`config.mk`:
```
export PLATFORM = sky130hd
export DESIGN_NAME = writeback
export DESIGN_NICKNAME = d
export VERILOG_FILES = /design/src/rtl/writeback.sv
export SDC_FILE = /design/constraint.sdc
export NUM_CORES = 1
export LEC_CHECK = 0
export CORE_UTILIZATION = 35
export DETAILED_ROUTE_END_ITERATION = 8
export PLACE_DENSITY = 0.68
export SKIP_CTS_REPAIR_TIMING = 1
export SLEW_MARGIN = 0
export SYNTH_ARGS = -nofsm -noshare
export SYNTH_HDL_FRONTEND = slang
export SYNTH_SLANG_ARGS = --single-unit
```
`constraint.sdc`:
```
create_clock -name clk -period 4.75 [get_ports clk]
set_clock_uncertainty 0.1 [all_clocks]
set_input_delay 1.425 -clock clk [delete_from_list [all_inputs] [get_ports clk]]
set_output_delay 1.425 -clock clk [all_outputs]
set_load 0.005 [all_outputs]
```
`src/rtl/writeback.sv`:
```
// writeback: final pipeline stage. Commits ALU results, load data and link
// addresses to an 8-entry register file. It also provides two bypassed read
// ports and a retired-instruction counter.
//
// Ports:
//   clk, reset        clock; synchronous active-high reset
//   wb_valid_in       retiring instruction present on wb_* this cycle
//   wb_instr          5-bit opcode of the retiring instruction
//   wb_rx             destination register index
//   wb_alu_r, wb_pc   ALU result and PC of the retiring instruction
//   i_mem_rdata       load data from memory
//   i_mem_rvalid      i_mem_rdata valid this cycle
//   wb_stall          high while a load waits for data; wb_* is not accepted
//   rd_a/b_addr       read port addresses
//   rd_a/b_data       read port data (combinational, bypassed from o_wr_*)
//   o_wr_en/addr/data register write taking effect at the next edge
//   o_retired         completed-instruction count (wraps)
module writeback #(
    parameter int DATA_W   = 16,
    parameter int NREGS    = 8,
    parameter int LINK_REG = 7,
    parameter int PC_STEP  = 2,
    parameter int AW       = $clog2(NREGS)
) (
    input  logic              clk,
    input  logic              reset,
    input  logic              wb_valid_in,
    input  logic [4:0]        wb_instr,
    input  logic [AW-1:0]     wb_rx,
    input  logic [DATA_W-1:0] wb_alu_r,
    input  logic [DATA_W-1:0] wb_pc,
    input  logic [DATA_W-1:0] i_mem_rdata,
    input  logic              i_mem_rvalid,
    output logic              wb_stall,
    input  logic [AW-1:0]     rd_a_addr,
    input  logic [AW-1:0]     rd_b_addr,
    output logic [DATA_W-1:0] rd_a_data,
    output logic [DATA_W-1:0] rd_b_data,
    output logic              o_wr_en,
    output logic [AW-1:0]     o_wr_addr,
    output logic [DATA_W-1:0] o_wr_data,
    output logic [15:0]       o_retired
);

    localparam logic [AW-1:0]     LINK_A = AW'(LINK_REG);
    localparam logic [DATA_W-1:0] STEP   = DATA_W'(PC_STEP);

    typedef enum logic {
        RUN     = 1'b0,
        WAIT_LD = 1'b1
    } state_t;

    state_t              state;
    state_t              state_d;
    logic [DATA_W-1:0]   regs [NREGS];
    logic [AW-1:0]       ld_rx;
    logic                is_alu;
    logic                is_ld;
    logic                is_link;
    logic                accept;
    logic                retire;
    logic                latch_ld;

    assign wb_stall = (state == WAIT_LD);
    assign accept   = wb_valid_in && !wb_stall;

    // Opcode classes; everything not listed retires without a write.
    always_comb begin
        is_alu  = 1'b0;
        is_ld   = 1'b0;
        is_link = 1'b0;
        case (wb_instr)
            5'b00000, 5'b00001, 5'b00010,
            5'b10000, 5'b10001, 5'b10010,
            5'b10110:          is_alu  = 1'b1;
            5'b00100:          is_ld   = 1'b1;
            5'b01100, 5'b11100: is_link = 1'b1;
            default: ;
        endcase
    end

    // State register
    always_ff @(posedge clk) begin
        if (reset) state <= RUN;
        else       state <= state_d;
    end

    // Next-state logic
    always_comb begin
        state_d = state;
        case (state)
            RUN:     if (accept && is_ld && !i_mem_rvalid) state_d = WAIT_LD;
            WAIT_LD: if (i_mem_rvalid)                     state_d = RUN;
            default: state_d = RUN;
        endcase
    end

    // Output logic. Reset suppresses any commit in its own cycle, so a
    // pending load caught by reset is simply dropped.
    always_comb begin
        o_wr_en   = 1'b0;
        o_wr_addr = '0;
        o_wr_data = '0;
        retire    = 1'b0;
        latch_ld  = 1'b0;
        if (!reset) begin
            case (state)
                RUN: begin
                    if (accept) begin
                        if (is_ld && !i_mem_rvalid) begin
                            latch_ld = 1'b1;
                        end else begin
                            retire = 1'b1;
                            if (is_ld) begin
                                o_wr_en   = 1'b1;
                                o_wr_addr = wb_rx;
                                o_wr_data = i_mem_rdata;
                            end else if (is_alu) begin
                                o_wr_en   = 1'b1;
                                o_wr_addr = wb_rx;
                                o_wr_data = wb_alu_r;
                            end else if (is_link) begin
                                o_wr_en   = 1'b1;
                                o_wr_addr = LINK_A;
                                o_wr_data = wb_pc + STEP;
                            end
                        end
                    end
                end
                WAIT_LD: begin
                    if (i_mem_rvalid) begin
                        retire    = 1'b1;
                        o_wr_en   = 1'b1;
                        o_wr_addr = ld_rx;
                        o_wr_data = i_mem_rdata;
                    end
                end
                default: ;
            endcase
        end
    end

    always_ff @(posedge clk) begin
        if (reset) begin
            regs      <= '{default: '0};
            ld_rx     <= '0;
            o_retired <= '0;
        end else begin
            if (o_wr_en)  regs[o_wr_addr] <= o_wr_data;
            if (latch_ld) ld_rx <= wb_rx;
            if (retire)   o_retired <= o_retired + 16'd1;
        end
    end

    // Read ports see the write happening this cycle.
    assign rd_a_data = (o_wr_en && rd_a_addr == o_wr_addr) ? o_wr_data
                                                          : regs[rd_a_addr];
    assign rd_b_data = (o_wr_en && rd_b_addr == o_wr_addr) ? o_wr_data
                                                          : regs[rd_b_addr];

endmodule

```
==> metrics.md, run 1 <==
| Metric | Value |
|---|---|
| Run status | complete, but fails checks |
| Failing checks | negative setup slack |
| Area fraction in compound gates after synthesis | approximately 15% |
| Pleak | between 5 and 6 nW |
| Worst Hold Class | flop to flop |
| Largest family of logic cells by synthesized area | multiplexers |
| Yosys top cell area share | about 34% |
| Critical path arrival | between 3 and 4 ns |
| Cell Rows | 57 |
| Crit path launch type | input port |
| Clock sink total | 148 |
| Starting Density | between 30% and 40% |
| Post-synth top area cell | dfxtp_1 |
| Top-count cell post-synth | dfxtp_1 |
| Layout cells sized above 1 | ~40% |
| Count of cell types in the netlist | 71 |
| Antenna-violating nets left | 0 |
| Multiplexer share of the synthesized area | approximately 28% |
| Final setup viols | 24 |
| Max Cap Violations | 0 |
| Hold Crit Depth | 2 |
| Vias per cell | 5.56 |
| Setup CP Type | input port to primary output |
| Core Box Area | roughly 24,000 µm² |
| I/O Pins | 135 |
| Crit path required time | ~3.2 ns |
| Synth area leaders | dfxtp_1 (34%), mux4_2 (17%), mux2i_1 (8.8%), nand3_1 (5.5%), o21ai_0 (4.3%) |
| Post-Synth Simple-Gate Area | 15.2% |
| First-pass GRT wire length | roughly 43,000 µm |
| Nets | around 1,200 |
| Iter 0 DRT Violations | roughly 560 |
| Post-Synth XOR/XNOR Area | 2.54% |
| RD Place Congestion | about 0.89 |
| Fmax | approximately 0.2 GHz |
| R2r endpoint | regs[75]$_SDFFE_PP0P_ |
| Post-synthesis adder-cell area fraction | less than 1% |
| Tcrit/Tclk final | 105% |
| Worst Reg-to-Reg Cells | 9 |
| Max IR drop VDD | between 0.2 and 0.25 mV |
| Final hold vios | 0 |
| Die H | about 160 µm |
| Pre-CTS WS | -0.963 ns |
| Crit. End Element | primary output |
| Final worst slack | -0.220 ns |
| Drt wl/cell | ~19 µm |
| HP Start | regs[94]$_SDFFE_PP0P_ |
| Port bufs | around 130 |
| Critical path fanouts, max | 3 |
| Hold EP | regs[94]$_SDFFE_PP0P_ |
| Largest net degree at the start of global routing | 46 |
| Synth warnings | 0 |
| CTS HTree Levels | 4 |
| RSZ-0062 raised after global routing | yes |
| Pre-antenna DRT Iters | 8 |
| Slew headroom | a little over half |
| Mapped Nets | 940 |
| Global route total overflow | 0 |
| Post-DP HPWL | 20,300 µm |
| All-layer global routing usage | between 20% and 30% |
| Least-Margin Pin Slew | 0.682 ns |
| Max-slew violations | 0 |
| Routed WL | 28,800 µm |
| Die width | around 160 µm |
| Setup TNS | -1.59 ns |
| Post-synthesis register bit count | 148 |
| Die ar. | roughly 25,000 µm² |
| Ys flop type | dfxtp_1 |
| Register area share after synthesis | approximately a third |
| Initial antenna violation count | 1 |
| Number of flops mapped to enable cells by yosys | 0 |
| R2R Path Start | wb_stall$_SDFF_PP0_ |
| Area growth from synthesis to layout | 49.5% |
| Post-Syn Area | 8630 µm² |
| Cell count after synthesis | 872 |
| Final min period | about 5 ns |
| Vias in the first global route | 7,860 |
| Syn avg cell area | approximately 10 µm² |
| Total CTS buffers | 17 |
| Post-route DRC | 0 |
| Vias | roughly 8,300 |
| R2R setup slack | around 1.7 ns |
| Skew-Pair Late Insertion Delay | between 0.4 and 0.5 ns |
| PwrDens | 240 nW/µm² |
| # diodes | 0 |
| TritonCTS clock tree | yes |
| Commonest cells in the netlist | dfxtp_1 (148), nand3_1 (94), mux2i_1 (76), o21ai_0 (74), mux4_2 (64) |
| CTS clk-pin slew, worst paths | ~0.070 ns |
| Ys async rst share | 0% |
| Clock Tree Root | clkbuf_16 |
| CTS Buffer Depth | 2 |
-- worst max-delay path, stage by stage --
cell and delay (ns):
buf_6 0.07, nand4_1 0.13, buf_4 0.17, or4_4 0.54, or3_1 0.39, a31o_2 0.27
nand2b_4 0.16, mux2i_1 0.15, buf_2 0.14
-- worst max path at each step --
| stage | from | to | slack (ns) | depth (start not counted) |
|---|---|---|---|---|
| finish | wb_pc[6] | rd_a_data[12] | -0.22 | 9 |
| global route | wb_pc[3] | rd_a_data[12] | -0.29 | 9 |
| CTS | wb_pc[5] | rd_a_data[12] | -0.96 | 8 |
| detailed placement | wb_pc[5] | rd_a_data[12] | -0.96 | 8 |
| global placement | wb_pc[3] | rd_a_data[12] | -0.89 | 8 |
| floorplan | wb_instr[1] | rd_b_data[10] | 0.02 | 8 |
-- stage by stage --
stage	instances	power [mW]	hold slack, ns	area (µm²)	util, %
floorplan	872	1.46	0.332	8630	-
global placement	1418	1.68	0.340	11400	47.0
detailed placement	1418	1.68	0.353	11400	47.0
CTS	1450	3.04	0.365	12000	49.6
global route	1485	3.19	0.395	12900	53.2
finish	1485	3.09	0.371	12900	53.2
-- logic make-up after synthesis --
family	count (synthesis)
compound gates	184
fa+ha+maj	2
mux	160
flops	148
xor+xnor	25
buf+inv	98
simple gates	255
-- where the power goes --
part           internal (mW)  switching [mW]  leakage [nW]
clock                  0.755           0.620         0.291
combinational          0.238           0.229          4.01
sequential              1.25         0.00427          1.19
total                   2.24           0.852          5.49
-- layer usage --
layer	track usage (%)	vias up	share of wire, %
met5	0	-	0.045
met4	4.15	2	1.1
met3	3.75	28	7.9
met2	35.7	342	49
met1	30.5	4034	42
li1	-	3856	-
-- cells in the final DEF, fill, tap and decap left out, drive strengths merged, types with 3 or more instances in the layout --
cell type / Yosys / final
a31oi: 5 / 5
and2: 5 / 5
a22o: 3 / 3
clkbuf: 40 / 30
clkdlybuf4s50: 0 / 57
a32oi: 5 / 5
a211o: 3 / 3
nand2: 52 / 52
a21oi: 25 / 25
nor2: 43 / 43
xor2: 10 / 10
o22a: 24 / 24
mux2: 19 / 19
or2: 5 / 5
a22oi: 4 / 4
or3: 3 / 3
nor4: 11 / 11
inv: 26 / 32
dlymetal6s2s: 0 / 25
nand4: 6 / 6
mux2i: 77 / 77
clkinv: 0 / 6
nor3: 8 / 8
mux4: 64 / 64
nand3: 94 / 94
o21ai: 80 / 80
and3: 8 / 8
a211oi: 11 / 11
dfxtp: 148 / 148
nand2b: 11 / 11
buf: 32 / 234
a32o: 4 / 4
xnor2: 15 / 15
-- cell type report --
cell class | instances | area (µm²)
clock inverters | 15 | 190
well taps | 324 | 405
multi-input cells | 626 | 5780
inverters | 26 | 97.6
clock buffers | 17 | 425
repair buffers | 329 | 3040
flip-flops and latches | 148 | 2960
fillers | 2122 | 11300
-- state kept, by name, summed over array words and instances, names as in the netlist --
| signal | count |
|---|---|
| ld_rx | 3 |
| o_retired | 16 |
| regs | 128 |
| wb_stall | 1 |
Note: power is estimated with default switching activity, not from simulation.
==> run 2, diff against run 1 <==
--- a/config.mk
+++ b/config.mk
@@ -5,9 +5,10 @@
 export SDC_FILE = /design/constraint.sdc
 export NUM_CORES = 1
 export LEC_CHECK = 0
+export ABC_AREA = 1
 export CORE_UTILIZATION = 35
 export DETAILED_ROUTE_END_ITERATION = 8
-export PLACE_DENSITY = 0.68
+export PLACE_DENSITY = 0.67
 export SKIP_CTS_REPAIR_TIMING = 1
 export SLEW_MARGIN = 0
 export SYNTH_ARGS = -nofsm -noshare
==> run 2 against run 1 <==
Against the previous run: the run ends with design-rule violations, negative setup slack left; register-to-register slack improved by 0.30 ns; clock-buffer cell count did not move; wire length up 27%; die area increased by 8.9%; first-iteration DRC count increased by 110%; sequential share of layout area is 1.5 points lower; final cell count increased by 48%; flip-flop and latch count unchanged; utilization decreased by 0.56 points; fmax up 1.3%; critical path type unchanged; critical endpoint is now rd_b_data[2]; largest cell class unchanged; highest routed layer is now met4.
==> metrics.md, run 2 <==
| Metric | Value |
|---|---|
| Critical path fanouts, max | 5 |
| Count of cell types in the netlist | 39 |
| Top-count cell post-synth | nand2_1 |
| Run status | complete, but fails checks |
| RD Place Congestion | approximately 0.92 |
| DP Area | roughly 12,000 µm² |
| Clock sink total | between 100 and 150 |
| First-pass GRT wire length | around 55,000 µm |
| Most frequent cells in the layout | nand2_1 (409), buf_4 (185), nand3_1 (171), o21ai_0 (153), dfxtp_1 (148) |
| Synth area leaders | dfxtp_1 (31%), nand2_1 (18%), nand3_1 (9.5%), o21ai_0 (9.3%), a21oi_1 (7.8%) |
| Design Power | between 3 and 4 mW |
| Final worst slack | -0.156 ns |
| Mapped Nets | ~1,600 |
| Nets | 1,913 |
| Cell area after layout | around 14,000 µm² |
| Global route total overflow | 0 |
| Post-Syn Area | 9410 µm² |
| Max Cap Violations | 0 |
| Final min period | just under 5 ns |
| Final setup viols | 19 |
| Initial antenna violation count | 0 |
| Hold EP | regs[94]$_SDFFE_PP0P_ |
| Post-synthesis register bit count | around 150 |
| HP Start | regs[94]$_SDFFE_PP0P_ |
| All-layer global routing usage | 25.0% |
| I/O Pins | 135 |
| Least-Margin Pin Slew | 1.03 ns |
| Cell Rows | 59 |
| Layout cells sized above 1 | a little under a quarter |
| Die ar. | 27,500 µm² |
| Utilization after layout | 52.7% |
| PwrDens | 229 nW/µm² |
| Routed WL | between 30,000 and 40,000 µm |
| Number of flops mapped to enable cells by yosys | 0 |
| Final hold vios | 0 |
| Largest regs | regs x128, o_retired x16, ld_rx x3 |
| Skew-Pair Late Insertion Delay | between 0.4 and 0.5 ns |
| Die width | approximately 170 µm |
| Antenna-violating nets left | 0 |
| Largest net degree at the start of global routing | 90 |
| Post-synth top area cell | dfxtp_1 |
| Max reg flops | approximately 130 |
| RSZ-0062 raised after global routing | yes |
| Post-route DRC | 4 |
| Crit path launch type | input port |
| Crit path required time | approximately 3.2 ns |
| Starting Density | between 30% and 40% |
| Port bufs | around 130 |
| Vias per cell | ~5.3 |
| Post-DP HPWL | roughly 25,000 µm |
| Max-slew violations | 0 |
| Setup CP Type | input port to primary output |
| Hold Crit Depth | 2 |
| Pre-antenna DRT Iters | 9 |
| CTS Buffer Depth | 2 |
| Cell count after synthesis | 1,558 |
| Layout fillers | ~2,500 |
| Critical path arrival | ~3.4 ns |
| Commonest non-fill, non-tap cell in the layout | nand2_1 |
| Vias | about 12,000 |
| R2r endpoint | regs[44]$_SDFFE_PP0P_ |
| Drt wl/cell | 16.7 µm |
| Die H | roughly 170 µm |
| Ys flop type | dfxtp_1 |
| Synth warnings | 0 |
| Iter 0 DRT Violations | between 1,000 and 1,500 |
| CTS HTree Levels | 4 |
| Commonest cells in the netlist | nand2_1 (449), nand3_1 (179), o21ai_0 (175), dfxtp_1 (148), a21oi_1 (146) |
| Pre-CTS WS | -0.786 ns |
| Fmax | 0.204 GHz |
| Pleak | roughly 6.9 nW |
| Crit. End Element | primary output |
| Clock Tree Root | clkbuf_16 |
| TritonCTS clock tree | yes |
| R2R setup slack | between 2 and 2.5 ns |
| Worst Hold Slack | 0.366 ns |
| Worst Reg-to-Reg Cells | 14 |
| CTS clk-pin slew, worst paths | approximately 0.06 ns |
| Tcrit/Tclk final | 103% |
| Failing checks | design-rule violations, negative setup slack |
| Total CTS buffers | 17 |
| Area growth from synthesis to layout | 46.6% |
| Slew headroom | 31.5% |
| Worst Hold Class | flop to flop |
| Register area share after synthesis | 31.5% |
| Vias in the first global route | roughly 10,000 |
| Biggest register | regs |
| # diodes | 0 |
| Ys async rst share | 0% |
| Max IR drop VDD | roughly 0.21 mV |
| Yosys top cell area share | about a third |
| Core Box Area | approximately 26,000 µm² |
| Syn avg cell area | 6.04 µm² |
| R2R Path Start | wb_stall$_SDFF_PP0_ |
==> run 2: cell count changes in the layout (fill, tap and decap cells not counted), sizes merged, moves of 62 or more <==
cell | before | now
inv | 32 | 150
nand2 | 52 | 462
nand3 | 94 | 189
nor2 | 43 | 105
mux2i | 77 | 0
a21oi | 25 | 151
mux4 | 64 | 0
o21ai | 80 | 212
==> run 2: worst max-delay path, stage by stage <==
cell and delay (ns):
buf_6 0.09, nor2_4 0.04, buf_6 0.11, nand3_4 0.11
nand3_4 0.14, buf_6 0.16, nand2_4 0.08, nand4_4 0.12
nand2_2 0.13, nand2_4 0.08, nor2_4 0.13, buf_6 0.13
nand2_1 0.05, nand2_1 0.08, clkdlybuf4s50_1 0.50
==> run 2: cells by family (layout without fill, tap and decap cells) <==
family | Yosys count | count (layout) | synth area share [%]
buf+inv | 243 | 543 | 10.5
compound gates | 380 | 380 | 21.1
simple gates | 783 | 783 | 36.4
flops | 148 | 148 | 31.5
fa+ha+maj | 2 | 2 | 0.266
xor+xnor | 2 | 2 | 0.186
==> run 2: how the worst max path moves through the flow <==
| stage | endpoint | start | slack [ns] | cells after the start |
|---|---|---|---|---|
| 2_1_floorplan | rd_a_data[6] | i_mem_rvalid | 0.43 | 12 |
| 3_3_place_gp | rd_a_data[15] | wb_instr[3] | -0.77 | 13 |
| 3_5_place_dp | rd_a_data[15] | wb_instr[3] | -0.79 | 13 |
| 4_1_cts | rd_a_data[15] | wb_instr[3] | -0.79 | 13 |
| 5_1_grt | rd_b_data[2] | wb_instr[4] | -0.24 | 15 |
| 6_report | rd_b_data[2] | wb_instr[1] | -0.16 | 15 |
==> run 2: power breakdown <==
group          internal (mW)  switching (mW)
clock                  0.681           0.602
combinational          0.271           0.349
sequential              1.25         0.00718
total                   2.20           0.958
==> run 2: metal layers <==
layer	GRT usage, %	share of wire, %
met2	39.8	45
met1	32.9	42
met5	0	0
met4	10.6	3.0
met3	5.08	9.5
==> run 2: final cells by class <==
class                   instances  area (µm²)  share of cell area, %
well taps                     335         419                   3.04
repair buffers                362        3440                   24.9
inverters                     149         572                   4.14
clock buffers                  17         425                   3.08
clock inverters                15         125                  0.907
flip-flops and latches        148        2960                   21.5
multi-input cells            1167        5850                   42.4
==> run 2: stage by stage <==
stage,instances,setup TNS [ns]
finish,2193,-1.41
global route,2193,-3.29
CTS,2140,-30.48
detailed placement,2108,-30.26
global placement,2108,-28.38
floorplan,1558,0
==> run 3, diff against run 2 <==
--- a/config.mk
+++ b/config.mk
@@ -9,8 +9,8 @@
 export CORE_UTILIZATION = 35
 export DETAILED_ROUTE_END_ITERATION = 8
 export PLACE_DENSITY = 0.67
+export SETUP_SLACK_MARGIN = 0.4
 export SKIP_CTS_REPAIR_TIMING = 1
-export SLEW_MARGIN = 0
 export SYNTH_ARGS = -nofsm -noshare
 export SYNTH_HDL_FRONTEND = slang
 export SYNTH_SLANG_ARGS = --single-unit
==> run 3 against run 2 <==
Against the previous run: worst setup slack improved by 0.13 ns; utilization rose by 2.5 points; final cell count rose by 1.4%; the run still ends with design-rule violations, negative setup slack left; via count rose by 2.6%; largest power group unchanged; die area did not move; total power rose by 1.9%; wire length rose by 5.0%; fmax rose by 2.7%; critical path depth rose by 2; highest routed layer unchanged.
==> metrics.md, run 3 (synthesized netlist as in run 2, its figures left out) <==
| Metric | Value |
|---|---|
| Port bufs | about 130 |
| Biggest register | regs |
| Layout cells sized above 1 | about 29% |
| Largest net degree at the start of global routing | 90 |
| Critical path fanouts, max | 6 |
| Final min period | about 4.8 ns |
| Initial antenna violation count | 0 |
| Pre-antenna DRT Iters | 8 |
| Pre-CTS WS | -0.786 ns |
| Final setup viols | 2 |
| Final hold vios | 0 |
| Layout fillers | around 2,400 |
| Die ar. | between 20,000 and 30,000 µm² |
| Failing checks | design-rule violations, negative setup slack |
| CP delay by family, top | simple AND/OR/NAND/NOR gates |
| CTS clk-pin slew, worst paths | 0.06 ns |
| CP peak stage delay | around 0.14 ns |
| Clock sink total | ~150 |
| Max IR drop VDD | 0.205 mV |
| Worst Hold Slack | 0.367 ns |
| Pleak | 6.86 nW |
| Largest regs | regs x128, o_retired x16, ld_rx x3 |
| Drt wl/cell | 17.3 µm |
| Global route total overflow | 0 |
| Iter 0 DRT Violations | 1,228 |
| Core Box Area | between 20,000 and 30,000 µm² |
| Starting Density | between 30 and 40% |
| Die H | 166 µm |
| TritonCTS clock tree | yes |
| Worst Hold Class | flop to flop |
| Cell Rows | 59 |
| Vias in the first global route | 10,339 |
| Antenna-violating nets left | 0 |
| Area growth from synthesis to layout | 53.7% |
| Post-route DRC | 4 |
| Design Power | around 3.2 mW |
| Slew headroom | a little under a third |
| Crit path required time | about 3.2 ns |
| Setup CP Type | input port to primary output |
| CP max-delay cell | nand4_1 |
| Run status | complete, but fails checks |
| Buf+Inv Stages, Crit Path | 7 |
| All-layer global routing usage | between 20% and 30% |
| Max Cap Violations | 0 |
| Final worst slack | -0.0248 ns |
| Nets | ~1,900 |
| CP Cell Sequence | buf_8 > nor2_4 > buf_6 > nand4_1 > nand2_2 > buf_4 > nand2_2 > nand4_4 > nand2_2 > nand2_4 > nor2_4 > buf_6 > buf_12 > buf_8 > nand2_2 > nand2_2 > buf_6 |
| Routed WL | around 38,000 µm |
| Die width | ~170 µm |
| PwrDens | approximately 220 nW/µm² |
| Crit path launch type | input port |
| Fmax | approximately 0.21 GHz |
| Max reg flops | roughly 130 |
| Skew-Pair Late Insertion Delay | roughly 0.43 ns |
| Most frequent cells in the layout | nand2_1 (386), nand3_1 (170), buf_4 (170), dfxtp_1 (148), o21ai_0 (135) |
| Final Non-Filler Cells | approximately 2,200 |
| CTS HTree Levels | 4 |
| Total CTS buffers | 17 |
| CTS Buffer Depth | 2 |
| Vias | 11,974 |
| RSZ-0062 raised after global routing | yes |
| Commonest non-fill, non-tap cell in the layout | nand2_1 |
| Critical path arrival | around 3.3 ns |
| First-pass GRT wire length | 54,700 µm |
| Post-DP HPWL | about 25,000 µm |
| RD Place Congestion | 0.920 |
| Critical Path Most Common Cell | nand2_2 |
| Vias per cell | 5.39 |
| Tcrit/Tclk final | 101% |
| Least-Margin Pin Slew | between 1 and 1.5 ns |
| Clock Tree Root | clkbuf_16 |
| Crit. End Element | primary output |
| # diodes | 0 |
| Placed insts | approximately 2,100 |
| I/O Pins | ~140 |
| Max-slew violations | 0 |
==> run 3: metal layers <==
layer  share of wire, %  up-vias  global-route usage (%)
met3                9.6      113                    5.08
met1                 40     5477                    32.9
met2                 46      635                    39.8
met4                3.5        0                    10.6
met5                  0        -                       0
li1                   -     5749                       -
==> run 3: path summary, 6_finish.rpt <==
path / start / endpoint / slack (ns) / cells past startpoint
hold / removal: regs[94]$_SDFFE_PP0P_ / regs[94]$_SDFFE_PP0P_ / 0.37 / 2
setup / recovery: wb_instr[0] / rd_b_data[8] / -0.02 / 17
setup reg to reg: wb_stall$_SDFF_PP0_ / regs[40]$_SDFFE_PP0P_ / 1.99 / 14
hold reg to reg: regs[94]$_SDFFE_PP0P_ / regs[94]$_SDFFE_PP0P_ / 0.37 / 2
==> run 3: final cells by class <==
type	instances	area, µm²	area share [%]
clock buffers	17	425	2.94
clock inverters	15	125	0.865
inverters	149	582	4.02
multi-input cells	1167	6190	42.8
flip-flops and latches	148	2960	20.5
well taps	335	419	2.90
repair buffers	392	3760	26.0
==> run 3: worst register-to-register path, stage by stage, from the launching register on <==
cell and delay, ns:
dfxtp_1 0.32, inv_2 0.27, nand2_4 0.08, inv_2 0.08
nand2_2 0.07, a21oi_4 0.25, nand2_4 0.11, buf_4 0.14
buf_4 0.14, nor2_8 0.07, buf_4 0.17, nand3_4 0.37
inv_1 0.37, nand2_1 0.10, nand2_1 0.08
==> run 3: metrics by stage <==
step           utilization, %  cell area [µm²]  setup TNS (ns)
5_1_grt                  55.2            14500           -1.23
2_1_floorplan               -             9410               0
6_report                 55.2            14500         -0.0297
4_1_cts                  48.7            12800          -30.48
3_3_place_gp             46.6            12200          -28.38
3_5_place_dp             46.6            12200          -30.26
==> run 3: where the power goes <==
part / total [mW] / switching [mW] / internal (mW)
registers: 1.26 / 0.00744 / 1.25
logic: 0.682 / 0.384 / 0.298
clock network: 1.28 / 0.598 / 0.681
